[config.mk]
export PLATFORM = sky130hd
export DESIGN_NAME = exec_stage_p
export DESIGN_NICKNAME = d
export VERILOG_FILES = /design/src/rtl/exec_pkg.sv /design/src/rtl/iter_mul_p.sv /design/src/rtl/exec_stage_p.sv
export SDC_FILE = /design/constraint.sdc
export NUM_CORES = 1
export LEC_CHECK = 0
export BUFFER_PORTS_ARGS = -buffer_cell sky130_fd_sc_hd__buf_4
export CAP_MARGIN = 20
export CORE_ASPECT_RATIO = 0.75
export CORE_MARGIN = 1.5
export CORE_UTILIZATION = 47
export DETAILED_ROUTE_END_ITERATION = 8
export HOLD_SLACK_MARGIN = 0.1
export PLACE_DENSITY = 0.77
export SLEW_MARGIN = 15
export SYNTH_ARGS = -nofsm -noshare
export SYNTH_HDL_FRONTEND = slang
export SYNTH_SLANG_ARGS = --single-unit
export TNS_END_PERCENT = 20
[constraint.sdc]
create_clock -name clk -period 2.1 [get_ports clk]
set_clock_uncertainty 0.15 [all_clocks]
set_input_delay 0.105 -clock clk [delete_from_list [all_inputs] [get_ports clk]]
set_output_delay 0.105 -clock clk [all_outputs]
set_load 0.02 [all_outputs]
[src/rtl/exec_pkg.sv]
// ============================================================================
// Module   : exec_pkg
// Brief    : Opcodes, flag indices and FSM encoding shared by the execute stage.
// Revision : 1.0
// ============================================================================
`default_nettype none

package exec_pkg;

  localparam logic [4:0] OP_NOP = 5'b00000;
  localparam logic [4:0] OP_ADD = 5'b00001;
  localparam logic [4:0] OP_ADC = 5'b00010;
  localparam logic [4:0] OP_ADZ = 5'b00011;
  localparam logic [4:0] OP_ADL = 5'b00100;
  localparam logic [4:0] OP_NDU = 5'b00101;
  localparam logic [4:0] OP_NDC = 5'b00110;
  localparam logic [4:0] OP_NDZ = 5'b00111;
  localparam logic [4:0] OP_LHI = 5'b01000;
  localparam logic [4:0] OP_MUL = 5'b01001;

  localparam int FLAG_C = 0;
  localparam int FLAG_Z = 1;

  typedef enum logic [0:0] {
    ST_IDLE     = 1'b0,
    ST_MUL_BUSY = 1'b1
  } state_e;

endpackage

`default_nettype wire

[src/rtl/iter_mul_p.sv]
// ============================================================================
// Module   : iter_mul_p
// Brief    : Iterative unsigned shift-add multiplier, one partial product per cycle.
// Revision : 1.0
// ============================================================================
`default_nettype none

module iter_mul_p #(
  parameter int DATA_W = 16
) (
  input  logic                  clk,
  input  logic                  resetn,
  input  logic                  start,
  input  logic                  abort,
  input  logic [DATA_W-1:0]     a,
  input  logic [DATA_W-1:0]     b,
  output logic                  busy,
  output logic                  done,
  output logic [2*DATA_W-1:0]   product
);

  localparam int CNT_W = $clog2(DATA_W + 1);

  logic [DATA_W-1:0]   mcand_q, mcand_d;
  logic [2*DATA_W-1:0] prod_q,  prod_d;
  logic [CNT_W-1:0]    cnt_q,   cnt_d;
  logic                busy_q,  busy_d;
  logic                done_q,  done_d;
  logic [DATA_W:0]     partial;

  // Upper half accumulates the multiplicand; multiplier bits drain out of the low end.
  always_comb begin
    mcand_d = mcand_q;
    prod_d  = prod_q;
    cnt_d   = cnt_q;
    busy_d  = busy_q;
    done_d  = done_q;
    partial = {1'b0, prod_q[2*DATA_W-1:DATA_W]} + (prod_q[0] ? {1'b0, mcand_q} : '0);
    if (abort) begin
      busy_d = 1'b0;
      done_d = 1'b0;
    end else if (start) begin
      mcand_d = a;
      prod_d  = {{DATA_W{1'b0}}, b};
      cnt_d   = '0;
      busy_d  = 1'b1;
      done_d  = 1'b0;
    end else if (busy_q) begin
      prod_d = {partial, prod_q[DATA_W-1:1]};
      cnt_d  = cnt_q + 1'b1;
      if (cnt_q == CNT_W'(DATA_W - 1)) begin
        busy_d = 1'b0;
        done_d = 1'b1;
      end
    end
  end

  always_ff @(posedge clk or negedge resetn) begin
    if (!resetn) begin
      mcand_q <= '0;
      prod_q  <= '0;
      cnt_q   <= '0;
      busy_q  <= 1'b0;
      done_q  <= 1'b0;
    end else begin
      mcand_q <= mcand_d;
      prod_q  <= prod_d;
      cnt_q   <= cnt_d;
      busy_q  <= busy_d;
      done_q  <= done_d;
    end
  end

  assign busy    = busy_q;
  assign done    = done_q;
  assign product = prod_q;

endmodule

`default_nettype wire

[src/rtl/exec_stage_p.sv]
// ============================================================================
// Module   : exec_stage_p
// Brief    : Handshaked execute stage (ADD/NAND/LHI, conditional variants).
//            Define EXEC_MUL_EN to add the iterative multiply (opcode 01001).
// Revision : 1.0
// ============================================================================
`default_nettype none

module exec_stage_p
  import exec_pkg::*;
#(
  parameter int DATA_W = 16,
  parameter int RD_W   = 3,
  parameter int TAG_W  = 2
) (
  input  logic              clk,
  input  logic              resetn,
  input  logic              flush,
  input  logic              in_valid,
  output logic              in_ready,
  input  logic [4:0]        in_op,
  input  logic [DATA_W-1:0] in_opa,
  input  logic [DATA_W-1:0] in_opb,
  input  logic [RD_W-1:0]   in_rd,
  input  logic [TAG_W-1:0]  in_tag,
  output logic              out_valid,
  input  logic              out_ready,
  output logic [DATA_W-1:0] out_result,
  output logic [DATA_W-1:0] out_opa,
  output logic [RD_W-1:0]   out_rd,
  output logic [TAG_W-1:0]  out_tag,
  output logic              out_wb_en,
  output logic [1:0]        out_flags
);

  logic              out_valid_q, out_valid_d;
  logic [DATA_W-1:0] out_result_q, out_result_d;
  logic [DATA_W-1:0] out_opa_q, out_opa_d;
  logic [RD_W-1:0]   out_rd_q, out_rd_d;
  logic [TAG_W-1:0]  out_tag_q, out_tag_d;
  logic              out_wb_en_q, out_wb_en_d;
  logic [1:0]        out_flags_q, out_flags_d;
  logic [1:0]        flag_q, flag_d;

  logic              idle, accept, can_load;
  logic [1:0]        eff_flags, alu_flags;
  logic [DATA_W-1:0] add_b, alu_result;
  logic [DATA_W:0]   add_sum;
  logic              alu_wb_en, cond_ok;

`ifdef EXEC_MUL_EN
  state_e              state_q, state_d;
  logic [DATA_W-1:0]   mul_opa_q, mul_opa_d;
  logic [RD_W-1:0]     mul_rd_q, mul_rd_d;
  logic [TAG_W-1:0]    mul_tag_q, mul_tag_d;
  logic                is_mul, mul_start, mul_busy, mul_done;
  logic [2*DATA_W-1:0] mul_prod;

  assign idle      = (state_q == ST_IDLE);
  assign is_mul    = (in_op == OP_MUL);
  assign mul_start = accept && is_mul;

  iter_mul_p #(.DATA_W(DATA_W)) u_mul (
    .clk     (clk),
    .resetn  (resetn),
    .start   (mul_start),
    .abort   (flush),
    .a       (in_opa),
    .b       (in_opb),
    .busy    (mul_busy),
    .done    (mul_done),
    .product (mul_prod)
  );
`else
  assign idle = 1'b1;
`endif

  assign can_load = !out_valid_q || out_ready;
  assign in_ready = idle && can_load && !flush;
  assign accept   = in_valid && in_ready;

  // Conditions read the in-flight result's flags so back-to-back ops see forwarded C/Z.
  always_comb begin
    eff_flags = out_valid_q ? out_flags_q : flag_q;
    add_b     = (in_op == OP_ADL) ? (in_opb << 1) : in_opb;
    add_sum   = {1'b0, in_opa} + {1'b0, add_b};
    cond_ok   = 1'b1;
    if (in_op == OP_ADC || in_op == OP_NDC) cond_ok = eff_flags[FLAG_C];
    if (in_op == OP_ADZ || in_op == OP_NDZ) cond_ok = eff_flags[FLAG_Z];
    alu_result = '0;
    alu_wb_en  = 1'b0;
    alu_flags  = eff_flags;
    case (in_op)
      OP_ADD, OP_ADC, OP_ADZ, OP_ADL: begin
        if (cond_ok) begin
          alu_result        = add_sum[DATA_W-1:0];
          alu_wb_en         = 1'b1;
          alu_flags[FLAG_C] = add_sum[DATA_W];
          alu_flags[FLAG_Z] = (add_sum[DATA_W-1:0] == '0);
        end
      end
      OP_NDU, OP_NDC, OP_NDZ: begin
        if (cond_ok) begin
          alu_result        = ~(in_opa & in_opb);
          alu_wb_en         = 1'b1;
          alu_flags[FLAG_Z] = (alu_result == '0);
        end
      end
      OP_LHI: begin
        alu_result = DATA_W'(in_opb[8:0]) << (DATA_W - 9);
        alu_wb_en  = 1'b1;
      end
      default: ;
    endcase
  end

  always_comb begin
    out_valid_d  = out_valid_q;
    out_result_d = out_result_q;
    out_opa_d    = out_opa_q;
    out_rd_d     = out_rd_q;
    out_tag_d    = out_tag_q;
    out_wb_en_d  = out_wb_en_q;
    out_flags_d  = out_flags_q;
    flag_d       = flag_q;
`ifdef EXEC_MUL_EN
    state_d   = state_q;
    mul_opa_d = mul_opa_q;
    mul_rd_d  = mul_rd_q;
    mul_tag_d = mul_tag_q;
`endif
    if (flush) begin
      out_valid_d = 1'b0;
`ifdef EXEC_MUL_EN
      state_d = ST_IDLE;
`endif
    end else begin
      if (out_valid_q && out_ready) begin
        flag_d      = out_flags_q;
        out_valid_d = 1'b0;
      end
`ifdef EXEC_MUL_EN
      if (mul_start) begin
        state_d   = ST_MUL_BUSY;
        mul_opa_d = in_opa;
        mul_rd_d  = in_rd;
        mul_tag_d = in_tag;
      end
      // A finished product waits in the multiplier until the output register frees up.
      if (state_q == ST_MUL_BUSY && mul_done && !mul_busy && can_load) begin
        state_d             = ST_IDLE;
        out_valid_d         = 1'b1;
        out_result_d        = mul_prod[DATA_W-1:0];
        out_opa_d           = mul_opa_q;
        out_rd_d            = mul_rd_q;
        out_tag_d           = mul_tag_q;
        out_wb_en_d         = 1'b1;
        out_flags_d[FLAG_C] = |mul_prod[2*DATA_W-1:DATA_W];
        out_flags_d[FLAG_Z] = (mul_prod[DATA_W-1:0] == '0);
      end
      if (accept && !is_mul) begin
`else
      if (accept) begin
`endif
        out_valid_d  = 1'b1;
        out_result_d = alu_result;
        out_opa_d    = in_opa;
        out_rd_d     = in_rd;
        out_tag_d    = in_tag;
        out_wb_en_d  = alu_wb_en;
        out_flags_d  = alu_flags;
      end
    end
  end

  always_ff @(posedge clk or negedge resetn) begin
    if (!resetn) begin
      out_valid_q  <= 1'b0;
      out_result_q <= '0;
      out_opa_q    <= '0;
      out_rd_q     <= '0;
      out_tag_q    <= '0;
      out_wb_en_q  <= 1'b0;
      out_flags_q  <= '0;
      flag_q       <= '0;
`ifdef EXEC_MUL_EN
      state_q   <= ST_IDLE;
      mul_opa_q <= '0;
      mul_rd_q  <= '0;
      mul_tag_q <= '0;
`endif
    end else begin
      out_valid_q  <= out_valid_d;
      out_result_q <= out_result_d;
      out_opa_q    <= out_opa_d;
      out_rd_q     <= out_rd_d;
      out_tag_q    <= out_tag_d;
      out_wb_en_q  <= out_wb_en_d;
      out_flags_q  <= out_flags_d;
      flag_q       <= flag_d;
`ifdef EXEC_MUL_EN
      state_q   <= state_d;
      mul_opa_q <= mul_opa_d;
      mul_rd_q  <= mul_rd_d;
      mul_tag_q <= mul_tag_d;
`endif
    end
  end

  assign out_valid  = out_valid_q;
  assign out_result = out_result_q;
  assign out_opa    = out_opa_q;
  assign out_rd     = out_rd_q;
  assign out_tag    = out_tag_q;
  assign out_wb_en  = out_wb_en_q;
  assign out_flags  = out_flags_q;

endmodule

`default_nettype wire
### Yosys cells after proc, flatten, opt, wreduce, memory -nomap -nowiden

Cells that the tools add are included.

| storage, ports and cells | value |
|---|---|
| register bits | 43 |
| input bits | 47 |
| output and inout bits | 42 |
| word-level logic and storage cells | 52 |

| cells by class | value |
|---|---|
| add/subtract/negate cells | 1 |
| equal/unequal tests | 8 |
| muxes and demuxes | 16 |
| bitwise gates (word level) | 3 |
| reduce and logical (&&, ||, !) cells | 16 |

Operator list:

| operator | number |
|---|---|
| 2-to-1 mux 16 bit | 3 |
| one-hot mux 16 bit (3 select lines) | 1 |
| logical NOT 16 bit | 2 |
| == test 5 x 3 -> 1 bit, second input constant | 4 |
| adder 16 x 16 -> 17 bit | 1 |
| AND 16 bit | 1 |
| inverter 16 bit | 1 |
| == test 5 x 2 -> 1 bit, second input constant | 2 |
| 2-to-1 mux 1 bit | 8 |
| OR reduction 7 bit | 1 |
| == test 5 x 1 -> 1 bit, second input constant | 1 |
| == test 5 x 4 -> 1 bit, second input constant | 1 |
| 2-to-1 mux 2 bit | 2 |
| one-hot mux 1 bit (2 select lines) | 2 |
| AND reduction 2 bit | 2 |
| OR reduction 4 bit | 1 |
| logical AND 1 bit | 3 |
| logical OR 1 bit | 3 |
| nonzero test 3 bit | 1 |
| OR reduction 3 bit | 1 |
| logical NOT 1 bit | 2 |
| inverter 1 bit | 1 |

### Longest topological paths before layout

| depth | value |
|---|---|
| depth after elaboration | 6 |
| depth in mapped cells | 15 |
| gate-level depth less buffers | 14 |

### Worst setup path before layout

No wires, ideal clock.

| timing | value |
|---|---|
| path kind | in2reg |
| from | input port in_op[4] |
| to | register out_flags_q[1], in the netlist out_flags[1] |
| setup time | 0.076 ns |
| data arrival time | 2.947 ns |
| required time | 1.874 ns |
| path slack | -1.074 ns |
| stages | 15 |
| buffers on the path | 1 |
| path through | nor3_1 nand3b_1 clkbuf_1 and2_1 ha_1 inv_1 fa_1 nor2b_1 o31a_1 o21a_1 o21bai_2 nand2_1 xor2_1 or4_1 o21ai_1 |

| between the ends | value |
|---|---|
| word-level cells in the longest chain between the ends | 6 |
| elaborated cells on any way between the ends | 19 |
| classes of those cells | 1 x add/sub; 7 x eq/ne; 6 x mux; 5 x reduce/logical |

RTL lines:

| element | RTL line | RTL |
|---|---|---|
| start: declaration | exec_stage_p.sv:21 | `input logic [4:0] in_op,` |
| == test 5 x 3 -> 1 bit, or another cell as far along | exec_stage_p.sv:85, exec_stage_p.sv:93 |  |
| 2-to-1 mux 16 bit or logical OR 1 bit (tied branches) | exec_stage_p.sv:85, exec_stage_p.sv:88 |  |
| adder 16 x 16 -> 17 bit or 2-to-1 mux 1 bit (tied branches) | exec_stage_p.sv:86, exec_stage_p.sv:88 |  |
| logical NOT 16 bit or 2-to-1 mux 1 bit (tied branches) | exec_stage_p.sv:99, exec_stage_p.sv:89 |  |
| 2-to-1 mux 2 bit or 2-to-1 mux 1 bit (tied branches) | exec_stage_p.sv:95, exec_stage_p.sv:103 |  |
| one-hot mux 1 bit (2 select lines) * | exec_stage_p.sv:93 | `case (in_op)` |
| end signal: assignment | exec_stage_p.sv:199 | `out_flags_q <= out_flags_d;` |
| end: declaration | exec_stage_p.sv:42 | `logic [1:0] out_flags_q, out_flags_d;` |

Every way passes the cells marked *; elsewhere a longest branch is shown, timed or not.
A chain may end at the register's enable or synchronous reset.

### Worst setup path in the final report

Same ends and word-level chain as after synthesis.

==> impl_metrics.json <==
{
  "ys_top_cells_by_area": "dfrtp_1, mux2_2, ha_1",
  "synthFlopType": "dfrtp_1",
  "hold_violations": 0,
  "max_stage_delay_ps": 430,
  "fmax_mhz": 321,
  "cp.depth": 16,
  "min_path_type": "in2reg",
  "grt_pass1_vias": 3507,
  "setup_viol_count_final": 17,
  "gr-usage-all-layers_pct": 32.6,
  "worstSkewPairLatency_ps": 300,
  "finalSetupTns_ps": -10690,
  "synth-seq-cells": 43,
  "max_slew_margin_pct": 54.4,
  "h-tree-depth": 2,
  "dpl.hpwl_um": 7730,
  "clk_pin_slew_ps": 90,
  "vdd_drop_max_mv": 0.369,
  "hold_end": "out_opa[1]",
  "cts.path.max_buffers": 2,
  "yosysMostFrequentCell": "nand2_1",
  "antenna_cells": 0,
  "maxSlewViolCount": 0,
  "synth_edf_count": 0,
  "total_power_mw": 3.09,
  "yosys.area.top_type": "dfrtp_1",
  "dr.pass1.iters": 5,
  "fillers": 323,
  "worst_slew_pin_slew_ps": 677,
  "root_buffer": "clkbuf_8",
  "reg2reg_to": "out_result[13]",
  "worstHoldStart": "in_opa[1]",
  "yosysSeqAreaShare_pct": 35.9,
  "syn_area_sq_um": 3000,
  "power_leakage_nw": 2.36,
  "layout-drive-gt1-share_pct": 52.4,
  "postRouteAntennaNets": 0,
  "min_path_cells": 4,
  "rows": 24,
  "drt-wirelength-per-cell_um": 19.2,
  "wl_met1_um": 4660,
  "cp-end-kind": "register",
  "yosys-top-cells-count": "nand2_1, dfrtp_1, mux2_2, nor2_1, o21ai_0",
  "synth.net_count": 384,
  "place_area_sq_um": 4320,
  "worstPathRequired_ps": 2180,
  "cts.sinks": 43,
  "vias": 3534,
  "async_flop_share_pct": 100,
  "die_h_um": 72.2,
  "path_cells": "buf_8, nor3_4, nand3b_1, buf_4, mux2_4, inv_2, fa_2, nor2b_4, o31a_1, buf_4, o21a_1, nor2_1, xor2_1, nand3_1, or4_1, o21ai_1",
  "maxCapViolations": 0,
  "rsz0062_at_grt": "yes",
  "rrSetupSlack_ps": -320,
  "cp.arrival_ps": 3190,
  "io_buffers": 88,
  "synth_cells": 319,
  "worstReg2RegStart": "out_valid",
  "ys_warn_count": 0,
  "worstPathMaxFanout": 4,
  "fp.coreArea_sq_um": 5980,
  "grt_pass1_wl_um": 17300,
  "run_status": "finished with violations",
  "avgViaCountPerCell": 5.92,
  "netlist.area_leader.share_pct": 35.9,
  "violations": "negative setup slack",
  "cts_tree": "yes",
  "drc": 0,
  "wl_met2_um": 5370,
  "drt_iter0_drc": 474,
  "antenna_found_initial": 0,
  "syn_area_per_cell_sq_um": 9.40,
  "worst-path-buf-inv": 4,
  "final_util_pct": 85.6,
  "cpMostUsedCell": "buf_4",
  "routed_wl_um": 11500,
  "fp.dieW_um": 95.2,
  "fin_crit_ps": 3110,
  "dieArea_sq_um": 6870,
  "gp_congestion": 0.948,
  "route.met3.wl_um": 964,
  "cp_top_family": "simple AND/OR/NAND/NOR gates",
  "start_util_pct": 50.2,
  "fin_crit_sh_pct": 148,
  "ios": 89,
  "p_per_area_nw_per_um2": 604,
  "setup.worst_path.start_class": "input port",
  "crit_type": "in2reg",
  "final_nets": 583,
  "crit_slowest_cell": "or4_1",
  "design_area_sq_um": 5110,
  "grt_max_degree": 44,
  "area_growth_syn_to_layout_pct": 70.5,
  "overflow": 0,
  "highest_layer": "met4",
  "cts-buffers-inserted": 5,
  "ys_types": 52,
  "ff2ff_path_depth": 6,
  "setup_ws_ps": -1010
}
-- tightest hold or removal path, cell delays in order --
cell and delay [ps]:
buf_4 140, inv_1 110, buf_4 110, o21ai_0 70
-- worst max-delay path by stage --
| stage | startpoint | end | slack [ps] |
|---|---|---|---|
| 2_1_floorplan | in_op[4] | out_flags[1] | -910 |
| 3_3_place_gp | in_op[4] | out_flags[1] | -1150 |
| 3_5_place_dp | in_op[4] | out_flags[1] | -1220 |
| 4_1_cts | in_op[1] | out_flags[1] | -910 |
| 5_1_grt | in_op[4] | out_result[12] | -1130 |
| 6_report | in_op[4] | out_flags[1] | -1010 |
-- metal layers --
layer | global-route usage, % | vias up
li1 | - | 1569
met1 | 42.5 | 1700
met2 | 53.0 | 213
met3 | 7.23 | 52
met4 | 12.6 | 0
met5 | 0 | -
-- cells in the final DEF (no fill, tap or decap), types with 6 or more instances in the layout --
cell type        n
buf_6            9
dfrtp_1         43
nand2_1         44
o21ai_0         11
a21oi_1         13
o21ai_1         18
nor2_1          19
dlygate4sd3_1   27
mux2_2          33
buf_4          165
a222oi_1         9
ha_4             7
xnor2_1          6
ha_1             9
-- through the flow --
step           setup WS, ps  instances  hold slack (ps)
6_report              -1010        597              116
5_1_grt               -1130        597              140
4_1_cts                -907        593              103
3_5_place_dp          -1220        551            -12.0
3_3_place_gp          -1150        551            -24.2
2_1_floorplan          -905        319             -341
-- registers in the layout, indices dropped and copies added, names as in the netlist --
name        count
flag_q          2
out_valid       1
out_wb_en       1
out_rd          3
out_tag         2
out_result     16
out_opa        16
out_flags       2
-- report_power, final --
group	switching [mW]	internal (mW)	leakage [nW]
registers	0.0613	0.937	0.544
clock network	0.312	0.355	0.0581
logic	0.692	0.734	1.76
total	1.06	2.03	2.36
-- final cells by class --
type / instances / area (sq um) / share of cell area (%)
multi-input combinational: 255 / 2120 / 41.4
timing repair buffer: 205 / 1680 / 32.9
clock buffer: 5 / 68.8 / 1.35
tap: 78 / 97.6 / 1.91
clock inverter: 3 / 43.8 / 0.856
inverter: 8 / 30.0 / 0.587
sequential: 43 / 1080 / 21.0
-- kinds of logic after synthesis --
logic type	share of synthesized area, %
AND/OR/NAND/NOR	15.5
AO/OA/AOI/OAI	20.1
flip-flops	35.9
multiplexers	14.3
buffers and inverters	2.71
adder cells (fa/ha/maj)	7.76
XOR/XNOR	3.80
-- repair_timing --
action | in CTS | in global routing
setup buffers | 7 | 4
resized for setup | 43 | 28
pin swaps | 28 | 26
setup endpoints to repair | 26 | 26
endpoints found under the hold margin | 69 | 0
hold buffers | 27 | 0
No activity file was read; power rests on OpenSTA's default activity.
